File: src/rtl/surfturf_fw_pkg.sv
// Shared constants, state type and frame builder for the SURF firmware serializer.
package surfturf_fw_pkg;

  localparam int FW_FRAME_BITS = 11;
  localparam logic FW_CTRL_DATA = 1'b0;
  localparam logic FW_CTRL_MARK = 1'b1;

  typedef enum logic [1:0] {
    IDLE  = 2'd0,
    SHIFT = 2'd1,
    HOLD  = 2'd2
  } fw_ser_state_t;

  // Frame image with the start bit in the MSB so it can be shifted out left.
  function automatic logic [FW_FRAME_BITS-1:0] fw_frame(input logic ctrl, input logic [7:0] payload);
    return {1'b0, ctrl, payload, 1'b1};
  endfunction

endpackage

File: src/rtl/surfturf_fw_serializer_bit_strobe.sv
// Bit-period divider: strobes on the last sysclk of every serial bit, cleared at frame start.
module fw_bit_strobe #(
  parameter int BIT_DIV = 4
) (
  input  logic clk,
  input  logic rst_n,
  input  logic clear,
  input  logic run,
  output logic strobe
);

  localparam logic [7:0] DIV_MAX = 8'(BIT_DIV - 1);

  logic [7:0] div_cnt;

  always_ff @(posedge clk or negedge rst_n) begin
    if (!rst_n) begin
      div_cnt <= '0;
    end else if (clear) begin
      div_cnt <= '0;
    end else if (run) begin
      div_cnt <= (div_cnt == DIV_MAX) ? '0 : div_cnt + 8'd1;
    end
  end

  assign strobe = run && (div_cnt == DIV_MAX);

endmodule

File: src/rtl/surfturf_fw_serializer.sv
// Serializes firmware bytes and mark symbols into 11-bit frames on the masked SURF lines.
//   state | meaning
//   IDLE  | lines high, ready for a byte (data) or a mark request
//   SHIFT | frame shifting out, one bit per BIT_DIV cycles
//   HOLD  | one dead cycle after a mark so upstream can clear its request
module surfturf_fw_serializer
  import surfturf_fw_pkg::*;
#(
  parameter int BIT_DIV = 4
) (
  input  logic       sysclk_i,
  input  logic       sysclk_rstn_i,
  input  logic [7:0] fw_tdata,
  input  logic       fw_tvalid,
  output logic       fw_tready,
  input  logic [1:0] fw_mark_i,
  output logic       fw_marked_o,
  input  logic [7:0] fw_enable_i,
  output logic [7:0] fw_o,
  output logic       busy_o
);

  fw_ser_state_t state, state_nxt;

  logic [FW_FRAME_BITS-1:0] frame_sr;
  logic [7:0]               mask;
  logic [3:0]               bit_cnt;
  logic                     is_mark;
  logic                     strobe;
  logic                     start_data;
  logic                     start_mark;
  logic                     load;
  logic                     last_bit;

  // Data has priority so a mark is only sent once the upstream FIFO has drained.
  assign start_data = (state == IDLE) && fw_tvalid;
  assign start_mark = (state == IDLE) && !fw_tvalid && (|fw_mark_i);
  assign load       = start_data || start_mark;
  assign last_bit   = strobe && (bit_cnt == 4'(FW_FRAME_BITS - 1));

  fw_bit_strobe #(.BIT_DIV(BIT_DIV)) u_bit_strobe (
    .clk    (sysclk_i),
    .rst_n  (sysclk_rstn_i),
    .clear  (load),
    .run    (state == SHIFT),
    .strobe (strobe)
  );

  always_ff @(posedge sysclk_i or negedge sysclk_rstn_i) begin
    if (!sysclk_rstn_i) begin
      state <= IDLE;
    end else begin
      state <= state_nxt;
    end
  end

  always_comb begin
    state_nxt = state;
    unique case (state)
      IDLE:    if (load) state_nxt = SHIFT;
      SHIFT:   if (last_bit) state_nxt = is_mark ? HOLD : IDLE;
      HOLD:    state_nxt = IDLE;
      default: state_nxt = IDLE;
    endcase
  end

  always_comb begin
    fw_tready   = (state == IDLE);
    busy_o      = (state != IDLE);
    fw_marked_o = (state == SHIFT) && last_bit && is_mark;
  end

  // Shift register refills with ones so the line rests high once the stop bit has left.
  always_ff @(posedge sysclk_i or negedge sysclk_rstn_i) begin
    if (!sysclk_rstn_i) begin
      frame_sr <= '1;
      mask     <= '0;
      bit_cnt  <= '0;
      is_mark  <= 1'b0;
    end else if (load) begin
      frame_sr <= start_mark ? fw_frame(FW_CTRL_MARK, {6'b0, fw_mark_i})
                             : fw_frame(FW_CTRL_DATA, fw_tdata);
      mask     <= fw_enable_i;
      bit_cnt  <= '0;
      is_mark  <= start_mark;
    end else if (strobe) begin
      frame_sr <= {frame_sr[FW_FRAME_BITS-2:0], 1'b1};
      bit_cnt  <= last_bit ? '0 : bit_cnt + 4'd1;
    end
  end

  assign fw_o = ~mask | {8{frame_sr[FW_FRAME_BITS-1]}};

endmodule

File: config.mk
export PLATFORM = sky130hd
export DESIGN_NAME = surfturf_fw_serializer
export DESIGN_NICKNAME = d
export VERILOG_FILES = /design/src/rtl/surfturf_fw_pkg.sv /design/src/rtl/surfturf_fw_serializer_bit_strobe.sv /design/src/rtl/surfturf_fw_serializer.sv
export SDC_FILE = /design/constraint.sdc
export NUM_CORES = 1
export LEC_CHECK = 0
export ABC_CLOCK_PERIOD_IN_PS = 2200
export CORE_ASPECT_RATIO = 1.5
export CORE_UTILIZATION = 32
export DETAILED_ROUTE_END_ITERATION = 8
export SKIP_LAST_GASP = 1
export SYNTH_ARGS = -nofsm -noshare
export SYNTH_HDL_FRONTEND = slang
export SYNTH_SLANG_ARGS = --single-unit
File: constraint.sdc
create_clock -name sysclk_i -period 2.2 [get_ports sysclk_i]
set_input_delay 0.55 -clock sysclk_i [delete_from_list [all_inputs] [get_ports sysclk_i]]
set_output_delay 0.55 -clock sysclk_i [all_outputs]
set_load 0.005 [all_outputs]
After elaboration in Yosys (flattened, before gate mapping)
Cells that the tools add are included.
{"block": "classes", "addsub": 2, "n_eq_ne": 5, "mux": 13, "bitwise": 2, "reduce_logical": 15}
{"op": "8-bit two-way mux", "count": 3}
{"op": "11-bit two-way mux", "count": 2}
{"op": "4-bit two-way mux", "count": 3}
{"op": "10-bit two-way mux", "count": 1}
{"op": "8-bit by 1-bit adder with 8-bit output, second input constant", "count": 1}
{"op": "8-bit by 2-bit equality test with 1-bit output, second input constant", "count": 1}
{"op": "8-bit NOT", "count": 1}
{"op": "8-bit bitwise OR", "count": 1}
{"op": "1-bit logical AND", "count": 7}
{"op": "2-bit two-way mux", "count": 3}
{"op": "2-bit nonzero test", "count": 3}
{"op": "4-bit by 1-bit adder with 4-bit output, second input constant", "count": 1}
{"op": "4-bit equality test, second input constant", "count": 1}
{"op": "2-bit one-hot mux with 2 select lines", "count": 1}
{"op": "2-bit by 1-bit equality test with 1-bit output, second input constant", "count": 1}
{"op": "2-bit logical NOT", "count": 1}
{"op": "2-bit by 1-bit != test with 1-bit output, second input constant", "count": 1}
{"op": "2-bit != test, second input constant", "count": 1}
{"op": "2-bit AND reduction", "count": 1}
{"op": "2-bit OR reduction", "count": 1}
{"op": "1-bit logical NOT", "count": 1}
{"op": "1-bit logical OR", "count": 1}
{"block": "totals", "regBits": 34, "elab_cells": 43}

Longest topological paths before layout
Gate-level depths: netlist of run 1.
{"block": "depth", "word_depth": 6, "ltp_mapped": 6}

Modules after synthesis
Synthesis of run 1 repeated with hierarchy kept, for this count alone.
{"block": "hier_totals", "hier_cells": 165, "hier_area_um2": 1765.4}
{"mod": "surfturf_fw_serializer", "instances": 1, "cells_per_inst": 117, "area_each_um2": 1326.3}
{"mod": "fw_bit_strobe", "instances": 1, "cells_per_inst": 48, "area_each_um2": 439.2}

Worst setup path before layout of run 1
OpenSTA, ideal clock, no wires.
{"block": "synth_path", "path_type": "input-to-reg", "start": "in fw_mark_i[0]", "end": "reg frame_sr[3]", "t_arrival_ps": 1646, "required_time_ps": 2121, "setup_slack_ps": 475, "stages": 5, "n_path_buf": 1, "cell_sequence": "or3_1 -> a32oi_1 -> clkbuf_1 -> nand2_1 -> o21ai_0"}
{"block": "synth_between", "elab_chain_cells": 4}
{"item": "from (decl)", "line": "surfturf_fw_serializer.sv:16", "rtl": "input logic [1:0] fw_mark_i,"}
{"item": "2-bit OR reduction *", "line": "surfturf_fw_serializer.sv:37", "rtl": "assign start_mark = (state == IDLE) && !fw_tvalid && (|fw_mark_i);"}
{"item": "1-bit logical AND *", "line": "surfturf_fw_serializer.sv:37"}
{"item": "10-bit two-way mux or 1-bit logical OR (tied branches)", "line": "surfturf_fw_serializer.sv:81, surfturf_fw_serializer.sv:38"}
{"item": "11-bit two-way mux or 2-bit nonzero test (tied branches)"}
{"item": "to (signal assigned)", "line": "surfturf_fw_serializer.sv:81", "rtl": "frame_sr <= start_mark ? fw_frame(FW_CTRL_MARK, {6'b0, fw_mark_i})"}
{"item": "to (signal assigned)", "line": "surfturf_fw_serializer.sv:87", "rtl": "frame_sr <= {frame_sr[FW_FRAME_BITS-2:0], 1'b1};"}
{"item": "to (decl)", "line": "surfturf_fw_serializer.sv:25", "rtl": "logic [FW_FRAME_BITS-1:0] frame_sr;"}
Mark *: on every way between the ends. The rest lies on a longest branch, timed or not.
A chain may end at the register's enable or synchronous reset.

Worst setup path in the final report of run 1
{"block": "layout_path", "start": "reg bit_cnt[0]", "end": "out fw_marked_o"}
{"block": "layout_between", "elab_chain_cells": 4}
{"item": "from (decl)", "line": "surfturf_fw_serializer.sv:27", "rtl": "logic [3:0] bit_cnt;"}
{"item": "from (signal assigned)", "line": "surfturf_fw_serializer.sv:88", "rtl": "bit_cnt <= last_bit ? '0 : bit_cnt + 4'd1;"}
{"item": "4-bit equality test", "line": "surfturf_fw_serializer.sv:39", "rtl": "assign last_bit = strobe && (bit_cnt == 4'(FW_FRAME_BITS - 1));"}
{"item": "1-bit logical AND", "line": "surfturf_fw_serializer.sv:39"}
{"item": "1-bit logical AND (2 in a row)", "line": "surfturf_fw_serializer.sv:70", "rtl": "fw_marked_o = (state == SHIFT) && last_bit && is_mark;"}
{"item": "to (decl)", "line": "surfturf_fw_serializer.sv:17", "rtl": "output logic fw_marked_o,"}
No other way between the ends.

==> results.sh, run 1 <==
export IMPL_path_cells="inv_1 -> ha_1 -> and3b_1 -> nand4_1 -> nor2_1 -> dlygate4sd2_1"
export IMPL_cts_clk_slew_worst_paths_ns=0.07
export IMPL_die_w_um=60.2
export IMPL_fin_setup_tns_ns=0
export IMPL_rr_startpoint="u_bit_strobe.div_cnt[1]"
export IMPL_peakVddDrop_uv=347
export IMPL_drtIter0Drc=76
export IMPL_synth_distinct_cells=36
export IMPL_die_h_um=89.3
export IMPL_viasPerCell=4.69
export IMPL_worstSetupStartpoint="bit_cnt[0]"
export IMPL_slowest_delay_ns=0.38
export IMPL_start_kind="register"
export IMPL_worstMarginPinSlew_ns=0.439
export IMPL_tritoncts="built"
export IMPL_antenna_found_initial=0
export IMPL_vias=1388
export IMPL_synth_ff_type="dfrtp_1"
export IMPL_dieArea_sq_um=5380
export IMPL_cp_end_kind="primary output"
export IMPL_cp_max_fo=2
export IMPL_grt_pass1_wl_um=6250
export IMPL_max_cap_violations=0
export IMPL_crit_family="simple AND/OR/NAND/NOR gates"
export IMPL_syn_area_sq_um=1630
export IMPL_wire_per_inst_um=12.3
export IMPL_netSwitchingFraction_pct=28.0
export IMPL_remaining_drc_errors=0
export IMPL_ys_ff_latch=33
export IMPL_drt_wl_total_um=3640
export IMPL_numCtsBuffers=5
export IMPL_synth_most_common_cell="nand2_1"
export IMPL_gp_congestion=0.778
export IMPL_root_buffer="clkbuf_8"
export IMPL_yosysTopAreaCellShare_pct=35.4
export IMPL_cts_max_level=2
export IMPL_antenna_left=0
export IMPL_io_pins=32
export IMPL_min_period_ns=2.10
export IMPL_drive_gt1_share_pct=20.0
export IMPL_grt_overflow=0
export IMPL_grtUsageTotal_pct=15.8
export IMPL_arrival_ns=1.55
export IMPL_row_count=31
export IMPL_critPathRequiredTime_ns=1.65
export IMPL_grt_pass1_vias=1383
export IMPL_cts_sinks=33
export IMPL_fmax_mhz=477
export IMPL_rsz0062_at_grt="no"
export IMPL_synth_area_leaders="dfrtp_1, dfstp_2, nand2_1, xnor2_1, nand2b_1"
export IMPL_crit_slowest_cell="dfrtp_1"
export IMPL_seqPwrFrac_pct=47.9
export IMPL_crit_type="reg2out"
export IMPL_place_area_sq_um=2160
export IMPL_clock_latency_ns=0.29
export IMPL_slew_headroom_pct=70.5
export IMPL_leakagePower_nw=1.03
export IMPL_area_growth_pct=40.2
export IMPL_synth_avg_cell_area_sq_um=9.35
export IMPL_hpwl_um=2540
export IMPL_ys_warn_count=0
export IMPL_pre_cts_ws_ns=0.115
export IMPL_ys_seq_area_share_pct=51.5
export IMPL_cts_hold_buffers=0
export IMPL_cts_buffer_depth=2
export IMPL_synthesis_nets=198
export IMPL_dr_pass1_iters=4
export IMPL_core_sq_um=4850
export IMPL_cp_buffers_inverters=2
export IMPL_synthArstFlopShare_pct=100
export IMPL_hold_path_startpoint="mask[7]"
export IMPL_power_per_cell_area_nw_per_um2=668
export IMPL_switchingPower_uw=427
export IMPL_hold_worst_slack_ns=0.476
export IMPL_hold_viol_final=0
export IMPL_synthTopCellsByCount="nand2_1, dfrtp_1, nor2_1"
export IMPL_synth_largest_area_cell="dfrtp_1"
export IMPL_combPwrFrac_pct=21.7
export IMPL_setup_ws_ns=0.103
export IMPL_synthCells=174
export IMPL_final_cell_area_sq_um=2280
export IMPL_grt_max_degree=34
export IMPL_period_share_pct=95.3
export IMPL_hold_class="reg2reg"
export IMPL_clock_skew_ns=0.00402
export IMPL_nFillCells=476
export IMPL_synth_enable_flop_cells=0
export IMPL_outcome="finished, final reports clean"
export IMPL_internal_power_mw=1.10
export IMPL_port_buffers=31
export IMPL_slew_violations=0
export IMPL_p_clk_share_pct=30.4
export IMPL_setup_viol=0
export IMPL_antennaDiodeCount=0
export IMPL_nets=253
export IMPL_initial_core_util_pct=33.5
## layer usage
layer | part of all wire (%) | vias to the layer above | routed length (um) | GRT usage [%]
li1 | - | 701 | - | -
met1 | 43 | 653 | 1560 | 18.3
met2 | 52 | 28 | 1880 | 27.0
met3 | 3.6 | 6 | 130 | 3.62
met4 | 2.0 | 0 | 72 | 6.98
met5 | 0 | - | 0 | 0
## cells by family after synthesis
family,share of synthesized area (%)
xor+xnor,3.77
simple gates,27.5
buf+inv,3.54
fa+ha+maj,2.31
compound gates,9.46
flops,51.5
mux,1.85
## what timing repair did
item,CTS,global route
hold endpoints to repair,0,0
resized for setup,2,1
pin swaps,1,0
buffers inserted,4,0
endpoints found under the setup margin,1,2
## power by group through the flow
stage	Clock (mW)	Sequential [mW]	Combinational, mW
2_1_floorplan	0	0.733	0.163
3_3_place_gp	0	0.744	0.315
3_5_place_dp	0	0.744	0.322
4_1_cts	0.477	0.730	0.335
5_1_grt	0.505	0.739	0.373
6_report	0.463	0.730	0.330
## tightest hold or removal path, cell delays in order (launching register included)
cell and delay (ns):
dfrtp_1 0.35, nand2_1 0.05, nand2_1 0.05
## state kept, by name, summed over array words and instances, names as in the netlist
register and cells:
is_mark 1, mask 8, u_bit_strobe.div_cnt 8, frame_sr 10, state 2, bit_cnt 4
## placed cells by master, fill, tap and decap left out, types with 2 or more instances in the layout
master           Yosys  final
nor3_1               5      5
or3_1                2      2
clkbuf_8             0      5
buf_4                0     21
nand3_1              2      2
nand2b_1             9      9
a21oi_1              4      4
a22oi_1              6      6
ha_1                 3      3
dfstp_2             10     10
inv_1                7      7
dfrtp_1             23     23
nand4_1              3      3
nand2_1             42     42
xnor2_1              7      7
nor2_1              15     14
buf_12               0      2
o21ai_0             10     10
mux2i_1              3      3
clkinv_2             0      2
clkdlybuf4s50_1      0     30
## area by class of cell
| type | instances | area (sq um) | area share (%) |
|---|---|---|---|
| Clock buffer | 5 | 68.8 | 3.02 |
| Sequential cell | 33 | 838 | 36.8 |
| Inverter | 7 | 26.3 | 1.15 |
| Multi-Input combinational cell | 128 | 739 | 32.4 |
| Clock inverter | 3 | 17.5 | 0.768 |
| Tap cell | 66 | 82.6 | 3.62 |
| Timing Repair Buffer | 54 | 507 | 22.2 |
## path summary, 6_finish.rpt
check / to / slack (ns) / cells after the start
min in group asynchronous: u_bit_strobe.div_cnt[4] / 0.65 / 2
max in group asynchronous: frame_sr[8] / 1.20 / 2
worst max-delay path: fw_marked_o / 0.10 / 6
worst min-delay path: mask[7] / 0.48 / 2
worst max register to register: bit_cnt[3] / 0.30 / 6
worst min register to register: mask[7] / 0.48 / 2
## per-stage QoR
step	cells	utilization, %	power, mW
floorplan	174	-	0.896
global placement	284	44.5	1.06
detailed placement	284	44.5	1.07
CTS	296	47.0	1.54
global route	296	47.0	1.62
finish	296	47.0	1.52
Note: power is estimated with default switching activity, not from simulation.
==> run 2: changes to the inputs <==
--- a/config.mk
+++ b/config.mk
@@ -9,6 +9,7 @@
 export CORE_ASPECT_RATIO = 1.5
 export CORE_UTILIZATION = 32
 export DETAILED_ROUTE_END_ITERATION = 8
+export GPL_ROUTABILITY_DRIVEN = 0
 export SKIP_LAST_GASP = 1
 export SYNTH_ARGS = -nofsm -noshare
 export SYNTH_HDL_FRONTEND = slang
==> results of run 2 <==
Final layout, timing and power as in run 1 (identical DEF).
